`config.mk`:
```
export PLATFORM = sky130hd
export DESIGN_NAME = pmu_wake_ctrl
export DESIGN_NICKNAME = d
export VERILOG_FILES = /design/src/rtl/pmu_wake_ctrl.sv
export SDC_FILE = /design/constraint.sdc
export NUM_CORES = 1
export LEC_CHECK = 0
export BUFFER_PORTS_ARGS = -buffer_cell sky130_fd_sc_hd__buf_2
export CAP_MARGIN = 15
export CORE_MARGIN = 2
export CORE_UTILIZATION = 40
export CTS_BUF_LIST = sky130_fd_sc_hd__clkbuf_8
export CTS_CLUSTER_DIAMETER = 200
export DETAILED_ROUTE_END_ITERATION = 8
export GPL_ROUTABILITY_DRIVEN = 0
export HOLD_SLACK_MARGIN = 0.03
export PLACE_DENSITY_LB_ADDON = 0.3
export REMOVE_ABC_BUFFERS = 1
export SLEW_MARGIN = 20
export SYNTH_ARGS = -nofsm -noshare
export SYNTH_HDL_FRONTEND = slang
export SYNTH_SLANG_ARGS = --single-unit
```
`constraint.sdc`:
```
create_clock -name wic_clk -period 5.4 [get_ports wic_clk]
set_input_delay 1.62 -clock wic_clk [delete_from_list [all_inputs] [get_ports wic_clk]]
set_output_delay 1.62 -clock wic_clk [all_outputs]
set_load 0.05 [all_outputs]
```
`src/rtl/pmu_wake_ctrl.sv`:
```
// Always-on sleep/wake sequencer between the CPU low-power request and the per-interrupt wic cells.
// Optional sleep timeout is compiled in with `define PMU_WAKE_TMO_EN.
module pmu_wake_ctrl #(
   parameter int INT_NUM  = 32,
   parameter int ID_W     = 5,
   parameter int ENT_DLY  = 4,
   parameter int WAKE_DLY = 4,
   parameter int TMO_CYC  = 1024
) (
   input  logic               wic_clk,
   input  logic               pad_cpu_rst_b,
   input  logic [1:0]         cpu_pad_lpmd_b,
   input  logic [INT_NUM-1:0] int_pending,
   input  logic [INT_NUM-1:0] wic_awake_en,
   output logic               cpu_clk_en,
   output logic               pmu_cpu_wakeup,
   output logic [INT_NUM-1:0] pending_clr,
   output logic               wake_src_vld,
   output logic [ID_W-1:0]    wake_src_id
`ifdef PMU_WAKE_TMO_EN
   ,
   output logic               wake_tmo
`endif
);

   // state   | meaning
   // RUN     | CPU running, clock on, waiting for a sleep request
   // ENTER   | pipeline drain, ENT_DLY cycles before the clock is gated
   // SLEEP   | CPU clock gated, watching the wake vector
   // RESTORE | clock back on, WAKE_DLY cycles before wakeup is signalled
   // EXIT    | wakeup held until the CPU withdraws its request
   typedef enum logic [2:0] {ST_RUN, ST_ENTER, ST_SLEEP, ST_RESTORE, ST_EXIT} state_t;

   if (ENT_DLY < 1 || ENT_DLY > 15 || WAKE_DLY < 1 || WAKE_DLY > 15 ||
       TMO_CYC < 1 || TMO_CYC > 65535 || (2**ID_W) < INT_NUM) begin : g_cfg_err
      $error("pmu_wake_ctrl: illegal parameter combination");
   end

   state_t             state;
   logic [3:0]         dly_cnt;
   logic [INT_NUM-1:0] wake_vec;
   logic [INT_NUM-1:0] clr_vec;
   logic [ID_W-1:0]    win_id;
   logic               wake;
   logic               run_req;
`ifdef PMU_WAKE_TMO_EN
   logic [15:0]        tmo_cnt;
`endif

   assign wake_vec = int_pending & wic_awake_en;
   assign wake     = |wake_vec;
   assign run_req  = (cpu_pad_lpmd_b == 2'b11);

   always_comb begin
      win_id = '0;
      for (int i = INT_NUM - 1; i >= 0; i--) begin
         if (wake_vec[i]) win_id = ID_W'(i);
      end
   end

   // A timeout wake leaves wake_src_vld low, so nothing is cleared on exit.
   always_comb begin
      clr_vec = '0;
      for (int i = 0; i < INT_NUM; i++) begin
         clr_vec[i] = wake_src_vld && (wake_src_id == ID_W'(i));
      end
   end

   always_ff @(posedge wic_clk or negedge pad_cpu_rst_b) begin
      if (!pad_cpu_rst_b) begin
         state          <= ST_RUN;
         dly_cnt        <= '0;
         cpu_clk_en     <= 1'b1;
         pmu_cpu_wakeup <= 1'b0;
         pending_clr    <= '0;
         wake_src_vld   <= 1'b0;
         wake_src_id    <= '0;
`ifdef PMU_WAKE_TMO_EN
         tmo_cnt        <= '0;
         wake_tmo       <= 1'b0;
`endif
      end else begin
         pending_clr <= '0;
         case (state)
            ST_RUN: begin
               if (!run_req) begin
                  dly_cnt <= 4'(ENT_DLY);
                  state   <= ST_ENTER;
               end
            end
            ST_ENTER: begin
               if (run_req) begin
                  dly_cnt <= '0;
                  state   <= ST_RUN;
               end else if (wake) begin
                  wake_src_vld   <= 1'b1;
                  wake_src_id    <= win_id;
                  pmu_cpu_wakeup <= 1'b1;
                  dly_cnt        <= '0;
                  state          <= ST_EXIT;
               end else if (dly_cnt <= 4'd1) begin
                  cpu_clk_en <= 1'b0;
                  dly_cnt    <= '0;
`ifdef PMU_WAKE_TMO_EN
                  tmo_cnt    <= 16'(TMO_CYC);
`endif
                  state      <= ST_SLEEP;
               end else begin
                  dly_cnt <= dly_cnt - 4'd1;
               end
            end
            ST_SLEEP: begin
               if (wake) begin
                  wake_src_vld <= 1'b1;
                  wake_src_id  <= win_id;
                  cpu_clk_en   <= 1'b1;
                  dly_cnt      <= 4'(WAKE_DLY);
                  state        <= ST_RESTORE;
               end
`ifdef PMU_WAKE_TMO_EN
               else if (tmo_cnt <= 16'd1) begin
                  wake_tmo   <= 1'b1;
                  tmo_cnt    <= '0;
                  cpu_clk_en <= 1'b1;
                  dly_cnt    <= 4'(WAKE_DLY);
                  state      <= ST_RESTORE;
               end else begin
                  tmo_cnt <= tmo_cnt - 16'd1;
               end
`endif
            end
            ST_RESTORE: begin
               if (dly_cnt <= 4'd1) begin
                  dly_cnt        <= '0;
                  pmu_cpu_wakeup <= 1'b1;
                  state          <= ST_EXIT;
               end else begin
                  dly_cnt <= dly_cnt - 4'd1;
               end
            end
            ST_EXIT: begin
               if (run_req) begin
                  pmu_cpu_wakeup <= 1'b0;
                  pending_clr    <= clr_vec;
                  wake_src_vld   <= 1'b0;
`ifdef PMU_WAKE_TMO_EN
                  wake_tmo       <= 1'b0;
`endif
                  state          <= ST_RUN;
               end
            end
            default: begin
               cpu_clk_en <= 1'b1;
               state      <= ST_RUN;
            end
         endcase
      end
   end

endmodule

```
== Word-level counts from Yosys, hierarchy flattened ==
Cells that the tools add are included.
Operators by class
  eq/ne operators: 45
  add/sub/neg operators: 1
  reductions and logical operators: 46
  bitwise gates (word level): 2
  mux-type cells: 63
  magnitude comparators: 1
Operators with widths (count)
  two-way mux 5 bit: 34
  equality test 5 bit, second input constant: 16
  two-way mux 32 bit: 2
  equality test 5 x 4 -> 1 bit, second input constant: 8
  bitwise AND 32 bit: 1
  logical AND 1 bit: 32
  OR reduction 32 bit: 1
  two-way mux 3 bit: 7
  equality test 5 x 3 -> 1 bit, second input constant: 4
  two-way mux 4 bit: 5
  inequality test 2 bit, second input constant: 8
  case mux 4 bit (4 select lines): 1
  case mux 3 bit (5 select lines): 1
  AND reduction 5 bit: 3
  equality test 5 x 2 -> 1 bit, second input constant: 2
  case mux 5 bit (2 select lines): 1
  two-way mux 1 bit: 9
  case mux 1 bit (3 select lines): 3
  equality test 3 x 2 -> 1 bit, second input constant: 2
  AND reduction 3 bit: 2
  nonzero test 3 bit: 2
  equality test 5 x 1 -> 1 bit, second input constant: 1
  zero test 5 bit: 1
  <= comparator 4 x 1 -> 1 bit, second input constant: 1
  11 further kinds: 11
Storage, ports and cells
  bits in registers: 47
  output and inout bits: 40
  input bits: 68
  word-level logic and storage cells: 165

== Longest topological paths before layout ==
Gate-level depths: netlist of run 1.
  word-level depth: 36
  depth in mapped cells: 8
  depth with buffers taken out: 8

== Least setup slack after synthesis of run 1 ==
OpenSTA, ideal clock, no wires.
  path type: input to register
  start point: input port int_pending[12]
  end point: register wake_src_id[0]
  data required time: 5270 ps
  slack: 1834 ps
  arrival time: 3436 ps
  cell stages on the path: 7
  path buffers: 1
  setup time: 130 ps
  cells stage by stage: a22o_1 -> or4b_4 -> nor4_4 -> or3_2 -> buf_4 -> mux2i_1 -> o21ai_0
On the way
  longest elaborated chain between the ends: 17
  elaborated cells on any way between the ends: 18
  those cells by class: mux: 16; bitwise: 1; reduce/logical: 1
Ends and longest elaborated chain
  start, declared: RTL line 13  | input logic [INT_NUM-1:0] int_pending,
  bitwise AND 32 bit (*): RTL line 50  | assign wake_vec = int_pending & wic_awake_en;
  two-way mux 5 bit (13 in a row): RTL line 57  | if (wake_vec[i]) win_id = ID_W'(i);
  two-way mux 5 bit (*): RTL line 95, 113
  two-way mux 5 bit: RTL line 92  | if (run_req) begin
  case mux 5 bit (2 select lines) (*): RTL line 84  | case (state)
  end signal, assigned: RTL line 97  | wake_src_id <= win_id;
  end signal, assigned: RTL line 115  | wake_src_id <= win_id;
  end, declared: RTL line 19  | output logic [ID_W-1:0] wake_src_id
Mark *: on every way between the ends. The rest lies on a longest branch, timed or not. The select of a mux whose other input is x is not followed.
A chain may end at the register's enable or synchronous reset.

== Worst setup path after layout of run 1 ==
Ends and elaborated chain as after synthesis.

==> qor.yml, run 1 <==
critPathCaptureType: "flip-flop"
cts_setup_buffers: 0
cp_max_fo: 10
synth_area_leaders: "dfrtp_1 (49%), nor2_1 (6.5%), nand2_1 (6.2%)"
dr_total_vias: 2298
arrival_ps: 3690
cts_buffer_depth: 2
clock_skew_ps: 4.95
core_region_area_um2: 5610
finalCritPeriodShare_pct: 65.1
switching_power_mw: 0.397
drc: 0
maxCapViolCount: 0
ys_warn_count: 0
dp_hpwl_mm: 4.42
startpoint_type: "input pin"
nFillCells: 534
cp.required_ps: 5570
die-area_um2: 6520
avgSynthCellArea_um2: 9.20
worst_slew_pin_slew_ps: 740
firstDrtPassIters: 5
hold_class: "flip-flop to flip-flop"
wire_per_inst_um: 12.7
cts-resized-gates: 0
finalNetCount: 433
fin_ws_ps: 1890
synth_top_area_share_pct: 48.9
cts_num_sinks: 47
clockRootBuffer: "clkbuf_8"
drt_wl_total_mm: 5.56
grt_pass1_wl_mm: 9.03
drtAntennaViolNets: 0
ys_ff_latch: 47
worstPathCellList: "buf_2 -> a22o_1 -> or4b_4 -> nor4_4 -> or3_2 -> mux2i_1 -> o21ai_0"
leakagePower_nw: 1.60
powerDensity_nw_per_um2: 336
diodes: 0
start_util_pct: 42.0
slew_viol_final: 0
io-pin-count: 108
first_global_vias: 2116
ys_async_sr_fraction_pct: 100
pre_cts_ws_ps: 1540
yosysSeqAreaShare_pct: 50.0
synth_cell_types: 47
routed_via_density: 5.27
overflow: 0
drive_gt1_share_pct: 34.9
multiInputGateArea_um2: 1100
die_w_um: 80.7
slew_headroom_pct: 50.3
synthToLayoutAreaGrowth_pct: 30.2
rsz0062_at_grt: "no"
die_h_um: 80.7
synthesis.area_um2: 2360
critPathMaxStageDelay_ps: 570
clock_latency_ps: 300
max_freq_ghz: 0.285
dp_cells: 428
synth_edf_count: 0
finalInstanceArea_um2: 3070
p_seq_share_pct: 42.6
cts_max_level: 2
track_usage_pct: 17.6
finalSetupTns_ps: 0
seq_area_um2: 1180
fin_cells: 436
drt_iter0_drc: 103
hold_viol: 0
p_clk_share_pct: 24.6
place_area_um2: 2950
r2r_slack_ps: 3310
finalCriticalPeriod_ps: 3510
grt_max_degree: 48
cts_buffers: 5
combPwrFrac_pct: 32.8
row_count: 27
yosysTopAreaCell: "dfrtp_1"
outcome: "completed"
ys.flop_type: "dfrtp_1"
cts_tree: "built"
setup_violations: 0
switching_share_pct: 38.5
slowest_stage: "or4b_4"
internal_power_mw: 0.633
syn_inst: 256
antenna_found_initial: 0
critPathKind: "input pin to flip-flop"
cts_hold_buf: 0
total_power_mw: 1.03
clk_pin_slew_ps: 90
peakVddDrop_mv: 0.187
port_buffers: 107
cell usage after synthesis, drive strengths merged (2+ instances only):
| cell type | instances |
|---|---|
| nand4 | 4 |
| a22oi | 15 |
| a211oi | 2 |
| nand3 | 10 |
| a211o | 2 |
| a222oi | 2 |
| o21ai | 10 |
| a22o | 7 |
| a31oi | 3 |
| or3 | 3 |
| a32o | 4 |
| nor2b | 3 |
| a32oi | 2 |
| inv | 12 |
| nor2 | 41 |
| a221o | 2 |
| o31ai | 4 |
| ha | 2 |
| nand2b | 2 |
| nor3 | 4 |
| or2b | 2 |
| o41ai | 2 |
| buf | 4 |
| nand2 | 39 |
| a21oi | 13 |
| clkbuf | 3 |
| dfrtp | 46 |
| o211ai | 2 |
stage by stage:
step                hold slack, ps  util, %
detailed placement             496     52.6
CTS                            509     54.6
global route                   533     54.7
finish                         505     54.7
floorplan                      492        -
global placement               491     52.6
power by group through the flow:
| stage | logic, mW | registers, mW | clock network, mW |
|---|---|---|---|
| after floorplan | 0.162 | 0.508 | 0 |
| after global placement | 0.335 | 0.446 | 0 |
| after detailed placement | 0.341 | 0.446 | 0 |
| after CTS | 0.342 | 0.440 | 0.262 |
| after global routing | 0.377 | 0.449 | 0.276 |
| final | 0.338 | 0.439 | 0.253 |
final cells by class:
cell class | count | share of cell area [%]
Multi-Input combinational cell | 190 | 36.0
Tap cell | 72 | 2.94
Timing Repair Buffer | 107 | 17.5
Sequential cell | 47 | 38.4
Inverter | 12 | 1.47
Clock inverter | 3 | 1.43
Clock buffer | 5 | 2.24
path summary, 6_finish.rpt:
kind                                   endpoint             from  depth (start not counted)
worst max-delay path             wake_src_id[0]  int_pending[12]                          7
worst min-delay path                 cpu_clk_en       cpu_clk_en                          2
worst max register to register   wake_src_id[0]         state[1]                          6
worst min register to register       cpu_clk_en       cpu_clk_en                          2
max in group asynchronous       pending_clr[28]    pad_cpu_rst_b                          1
min in group asynchronous       pending_clr[20]    pad_cpu_rst_b                          1
state kept, by name (all words and copies together), names as in the netlist:
signal	count
cpu_clk_en	1
wake_src_id	5
wake_src_vld	1
dly_cnt	4
state	3
pending_clr	32
pmu_cpu_wakeup	1
routing by layer:
| metal | up-vias | part of all wire [%] | global-route usage, % |
|---|---|---|---|
| met5 | - | 0 | 0 |
| met4 | 0 | 1.7 | 5.76 |
| met3 | 7 | 7.6 | 3.33 |
| met2 | 106 | 49 | 33.2 |
| met1 | 1033 | 42 | 19.8 |
| li1 | 1152 | - | - |
worst max-delay path, delay by kind of cell:
kind	cells	cell delay [ps]
multiplexers	1	190
AND/OR/NAND/NOR	3	1410
buffers and inverters	1	110
AO/OA/AOI/OAI	2	350
layout by cell type, fill, tap and decap left out, drive strengths merged, types with 3 or more instances in the layout:
cell type  Yosys  final
nand3         10     10
a22o           7      7
o31ai          4      4
nand2         39     39
a22oi         15     15
dfrtp         46     46
inv           12     12
o21ai         10     10
a21oi         13     13
a31oi          3      3
or3            3      3
nor3           4      4
clkbuf         3      5
buf            4    107
nor2          41     41
nand4          4      4
nor2b          3      3
a32o           4      4
logic make-up after synthesis:
kind of cell,after synthesis,share of synthesized area [%]
fa+ha+maj,2,1.06
flops,47,50.0
mux,1,0.425
simple gates,114,22.5
buf+inv,19,3.19
compound gates,73,22.8
Power figures use the tool's default switching activity.
==> run 2, diff against run 1 <==
- ABC_AREA: default -> 1
- clock period: 5.4 -> 3.5 ns (I/O delays scaled with it)
==> run 2 against run 1 <==
Compared with the run above: total power grew 66%; design area decreased by 0.41%; global-route usage is 0.75 points lower; worst hold slack worse by 8.7 ps; setup slack got worse by 880 ps; largest power group unchanged; routed wire length decreased by 7.4%; critical endpoint unchanged.
==> qor.yml, run 2 <==
ys_warn_count: 0  # unchanged
grt_util_met2_pct: 29.3  # -3.9 points
critPathKind: "input pin to flip-flop"
ys_async_sr_fraction_pct: 100  # unchanged
seq_area_um2: 1180  # unchanged
dp_hpwl_mm: 4.16  # -5.8%
antenna_found_initial: 0  # unchanged
row_count: 27  # unchanged
peakVddDrop_mv: 0.254  # +36%
first_global_vias: 1964  # -7.2%
cp_max_fo: 2  # -8
slew_viol_final: 0  # unchanged
fin_ws_ps: 1000  # -885 ps
core_region_area_um2: 5540  # -1.2%
synthToLayoutAreaGrowth_pct: 31.7
cts-resized-gates: 0  # unchanged
overflow: 0  # unchanged
largest_register_ffs: 32  # unchanged
timing.rr.start: "state[1]"
grt_pass1_wl_mm: 8.50  # -5.8%
synth.most_common_cell: "nand2_1"
ys_ff_latch: 47  # unchanged
met1_usage_pct: 21.0  # +1.2 points
finalSetupTns_ps: 0  # unchanged
yosysSeqAreaShare_pct: 50.8  # +0.81 points
drt_iter0_drc: 80  # -22%
met3_usage_pct: 3.37  # +0.037 points
avgSynthCellArea_um2: 7.38  # -20%
drt_wl_total_mm: 5.15  # -7.4%
slowest_stage: "buf_2"
arrival_ps: 2700  # -990 ps
final_cell_mix: "nand2_1 (110), buf_2 (106), nor2_1 (72), dfrtp_1 (46), inv_1 (18)"
powerDensity_nw_per_um2: 560  # +67%
top_usage_layer: "met2"
cts_max_level: 2  # unchanged
ys.flop_type: "dfrtp_1"
clock_latency_ps: 300  # about the same
cts_hold_buf: 0  # unchanged
top_regs: "pending_clr (32), wake_src_id (5), dly_cnt (4)"
synth_area_leaders: "dfrtp_1 (50%), nand2_1 (18%), nor2_1 (12%)"
hold_class: "flip-flop to flip-flop"
layout_commonest_cell: "nand2_1"
clk_pin_slew_ps: 90  # about the same
io-pin-count: 108  # unchanged
wire_per_inst_um: 10.3  # -19%
setup_violations: 0  # unchanged
drc: 0  # unchanged
leakagePower_nw: 1.78  # +11%
slew_headroom_pct: 52.2  # +1.9 points
cts_buffers: 5  # unchanged
yosys-top-cells-count: "nand2_1 (110), nor2_1 (72), dfrtp_1 (46)"
finalCriticalPeriod_ps: 2500
rsz0062_at_grt: "no"
cp.required_ps: 3700  # -1870 ps
yosysTopAreaCell: "dfrtp_1"
die_w_um: 80.1  # -0.76%
diodes: 0  # unchanged
cts_num_sinks: 47  # unchanged
syn_inst: 314  # +23%
outcome: "completed"
dr_total_vias: 2278  # -0.87%
drive_gt1_share_pct: 32.8  # -2.1 points
track_usage_pct: 16.8  # -0.75 points
multiInputGateArea_um2: 1030  # -6.8%
routed_via_density: 4.57  # -13%
min_from: "cpu_clk_en"
die-area_um2: 6420  # -1.5%
critPathMaxStageDelay_ps: 100  # -470 ps
synth_cell_types: 24  # -49%
start_util_pct: 41.8  # -0.17 points
nFillCells: 565  # +5.8%
drtAntennaViolNets: 0  # unchanged
cts_tree: "built"
critPathCaptureType: "flip-flop"
port_buffers: 107  # unchanged
finalCritPeriodShare_pct: 71.4
hold_viol: 0  # unchanged
synth_top_area_share_pct: 49.6  # +0.79 points
maxCapViolCount: 0  # unchanged
max_freq_ghz: 0.400
startpoint_type: "input pin"
cp-startpoint: "int_pending[31]"
cp_common_cell: "nand2_1"
grt_max_degree: 48  # unchanged
pre_cts_ws_ps: 656  # -880 ps
clock_skew_ps: 5.25  # +0.296 ps
top_register: "pending_clr"
die_h_um: 80.1  # -0.76%
cts_setup_buffers: 0  # unchanged
clockRootBuffer: "clkbuf_8"
synth_edf_count: 0  # unchanged
finalNetCount: 496  # +15%
firstDrtPassIters: 4  # -1
synthesis.area_um2: 2320  # -1.6%
worst_slew_pin_slew_ps: 715  # -24.9 ps
cts_buffer_depth: 2  # unchanged
[run 2: cell count changes after synthesis, moves of 4 or more]
cell,delta
a22oi_1,-15
nor2_1,+31
a32o_1,-4
a22o_1,-6
nand3_1,-4
o21ai_1,+11
nand2_1,+71
o21ai_0,-6
inv_2,+9
nand2_2,+12
inv_1,+6
a21oi_1,-7
[run 2: layer usage]
metal	up-vias	share of wire, %
li1	1195	-
met1	982	43
met2	95	47
met3	6	8.0
met4	0	1.3
met5	-	0
[run 2: critical path, delay by kind of cell]
family	cells	cell delay, ps
AND/OR/NAND/NOR	33	1510
buffers and inverters	2	140
[run 2: cell families (layout without fill, tap and decap cells)]
| kind of cell | count (synthesis) | count (layout) | synth area share (%) |
|---|---|---|---|
| AO/OA/AOI/OAI | 26 | 26 | 6.37 |
| adder cells (fa/ha/maj) | 2 | 2 | 1.08 |
| buffers and inverters | 30 | 143 | 4.86 |
| flip-flops | 47 | 47 | 50.8 |
| AND/OR/NAND/NOR | 209 | 209 | 36.9 |
[run 2: path summary, 6_finish.rpt]
kind,end,slack (ps),cells past startpoint
setup / recovery,wake_src_id[0],1000,35
hold / removal,cpu_clk_en,500,2
setup reg to reg,pending_clr[28],1510,7
hold reg to reg,cpu_clk_en,500,2
max in group asynchronous,cpu_clk_en,2390,1
min in group asynchronous,pending_clr[26],720,1
[run 2: final cells by class]
type,count,share of cell area (%)
well taps,72,2.95
repair buffers,107,17.6
clock inverters,3,1.52
flip-flops and latches,47,38.5
inverters,28,3.44
clock buffers,5,2.25
multi-input cells,237,33.7
[run 2: power by group]
part           internal [mW]  total [mW]  leakage (nW)  switching [mW]
clock network          0.215       0.402        0.0548           0.187
logic                  0.190       0.640          1.09           0.451
registers              0.606       0.667         0.633          0.0609
[run 2: metrics by stage]
stage	power, mW	area [um2]	hold slack, ps	instances	utilization, %
after floorplan	1.13	2310	459	312	-
after global placement	1.31	2940	473	491	53.0
after detailed placement	1.32	2940	491	491	53.0
after CTS	1.72	3050	503	499	55.1
after global routing	1.84	3050	522	499	55.1
final	1.71	3050	496	499	55.1
==> run 3, diff against run 2 <==
- clock period: 3.5 -> 2.5 ns (I/O delays scaled with it)
==> run 3 against run 2 <==
Compared with the run above: critical path type unchanged; largest power group unchanged; sequential cell count unchanged; via count down 0.22%; setup slack worse by 700 ps.
==> qor.yml, run 3 (same netlist as run 2, synthesis figures left out) <==
outcome: "completed"
top_register: "pending_clr"
port_buffers: 107  # unchanged
crit_buf_inv: 2  # unchanged
cts_max_level: 2  # unchanged
internal_power_mw: 1.44  # +43%
critPathMaxStageDelay_ps: 90  # about the same
switching_power_mw: 0.956  # +37%
startpoint_type: "input pin"
critPathTopFamily: "simple AND/OR/NAND/NOR gates"
seq_area_um2: 1180  # unchanged
cts_tree: "built"
r2r_end: "dly_cnt[3]"
finalSetupTns_ps: 0  # unchanged
timing.rr.start: "dly_cnt[0]"
first_global_vias: 1968  # +0.20%
drt_wl_total_mm: 5.17  # +0.49%
routed_via_density: 4.52  # -1.0%
grt_max_degree: 27  # -44%
dp_hpwl_mm: 4.30  # +3.3%
hold_class: "input pin to async pin"
track_usage_pct: 16.4  # -0.37 points
layout_commonest_cell: "nand2_1"
final_cell_mix: "nand2_1 (110), buf_2 (107), nor2_1 (72), dfrtp_1 (46), inv_1 (18)"
critPathKind: "input pin to flip-flop"
maxCapViolCount: 0  # unchanged
switching_share_pct: 39.9  # -1.0 points
powerDensity_nw_per_um2: 774  # +38%
wire_per_inst_um: 10.3  # -0.31%
finalCritPeriodShare_pct: 87.9
firstDrtPassIters: 4  # unchanged
slowest_stage: "buf_2"
io-pin-count: 108  # unchanged
die_h_um: 80.1  # unchanged
place_area_um2: 2980  # +1.4%
overflow: 0  # unchanged
critPathCaptureType: "flip-flop"
finalNetCount: 500  # +0.81%
die_w_um: 80.1  # unchanged
cts_num_sinks: 47  # unchanged
rsz0062_at_grt: "no"
hold_viol: 0  # unchanged
cp_max_fo: 2  # unchanged
arrival_ps: 2390  # -310 ps
dp_cells: 495  # +0.81%
nFillCells: 543  # -3.9%
max_freq_ghz: 0.455
cp_common_cell: "nand2_1"
antenna_found_initial: 0  # unchanged
drive_gt1_share_pct: 33.4  # +0.62 points
fin_cells: 503  # +0.80%
p_clk_share_pct: 23.4  # about the same
setup_violations: 0  # unchanged
drc: 0  # unchanged
cts_buffer_depth: 2  # unchanged
p_seq_share_pct: 38.9  # about the same
clock_latency_ps: 290  # about the same
finalInstanceArea_um2: 3100  # +1.4%
cts-resized-gates: 0  # unchanged
drt_iter0_drc: 47  # -41%
synthToLayoutAreaGrowth_pct: 33.6
row_count: 27  # unchanged
finalCriticalPeriod_ps: 2200
core_region_area_um2: 5540  # unchanged
multiInputGateArea_um2: 1030  # unchanged
top_regs: "pending_clr (32), wake_src_id (5), dly_cnt (4)"
grt_pass1_wl_mm: 8.40  # -1.1%
cts_setup_buffers: 0  # unchanged
dr_total_vias: 2273  # -0.22%
start_util_pct: 41.8  # unchanged
slew_headroom_pct: 65.9  # +14 points
combPwrFrac_pct: 37.7  # +0.2 points
clk_pin_slew_ps: 80  # about the same
worst_slew_pin_slew_ps: 512  # -203 ps
reg2reg_depth: 9  # +2
slew_viol_final: 0  # unchanged
cts_hold_buf: 0  # unchanged
largest_register_ffs: 32  # unchanged
clockRootBuffer: "clkbuf_8"
peakVddDrop_mv: 0.368  # +45%
cp.required_ps: 2690  # -1010 ps
die-area_um2: 6420  # unchanged
leakagePower_nw: 1.80  # +1.5%
clock_skew_ps: 5.52  # +0.274 ps
drtAntennaViolNets: 0  # unchanged
diodes: 0  # unchanged
r2r_slack_ps: 720  # -790 ps
cts_buffers: 5  # unchanged
## run 3: cell count changes in the layout (fill, tap and decap cells not counted), sizes merged
cell and delta:
inv -1, clkinv +1, buf +4, clkbuf +1
clkinvlp -1
## run 3: cell type report
class	instances	share of cell area [%]
Sequential cell	47	38.0
Multi-Input combinational cell	237	33.2
Timing Repair Buffer	111	18.7
Inverter	28	3.39
Tap cell	72	2.91
Clock buffer	6	2.67
Clock inverter	2	1.13
## run 3: layer usage
layer / global-route usage [%] / share of wire [%] / routed length (um)
met1: 20.9 / 43 / 2230
met2: 28.4 / 48 / 2480
met3: 2.81 / 7.9 / 407
met4: 5.08 / 1.0 / 52
met5: 0 / 0 / 0
## run 3: worst max-delay path by stage
stage,start,to,slack (ps),cells after the start
global placement,int_pending[31],wake_src_id[0],-30,35
CTS,int_pending[31],wake_src_id[0],270,35
floorplan,int_pending[31],wake_src_id[0],210,34
global route,int_pending[31],wake_src_id[0],20,35
finish,int_pending[31],wake_src_id[0],300,35
detailed placement,int_pending[31],wake_src_id[0],-30,35
## run 3: per-stage QoR
step | hold WS (ps) | power (mW) | utilization (%) | setup slack (ps)
final | 419 | 2.40 | 55.9 | 302
after global routing | 441 | 2.58 | 55.9 | 21.2
after CTS | 435 | 2.42 | 55.9 | 274
after detailed placement | 483 | 1.85 | 53.8 | -34.1
after global placement | 475 | 1.84 | 53.8 | -26.8
after floorplan | 454 | 1.59 | - | 208
## run 3: power by group through the flow
stage | Sequential [mW] | Combinational, mW | Clock [mW]
after floorplan | 1.08 | 0.508 | 0
after global placement | 0.946 | 0.891 | 0
after detailed placement | 0.949 | 0.906 | 0
after CTS | 0.934 | 0.911 | 0.572
after global routing | 0.951 | 1.02 | 0.610
final | 0.933 | 0.904 | 0.561
## run 3: worst register-to-register path, stage by stage, from the launching register on
cell      delay, ps
dfrtp_1         390
inv_1            70
ha_1            220
o21ai_0         330
nand2_1         100
nand2_1          90
nor2_1           40
o21ai_1         110
nor2_1          110
a211oi_1        220
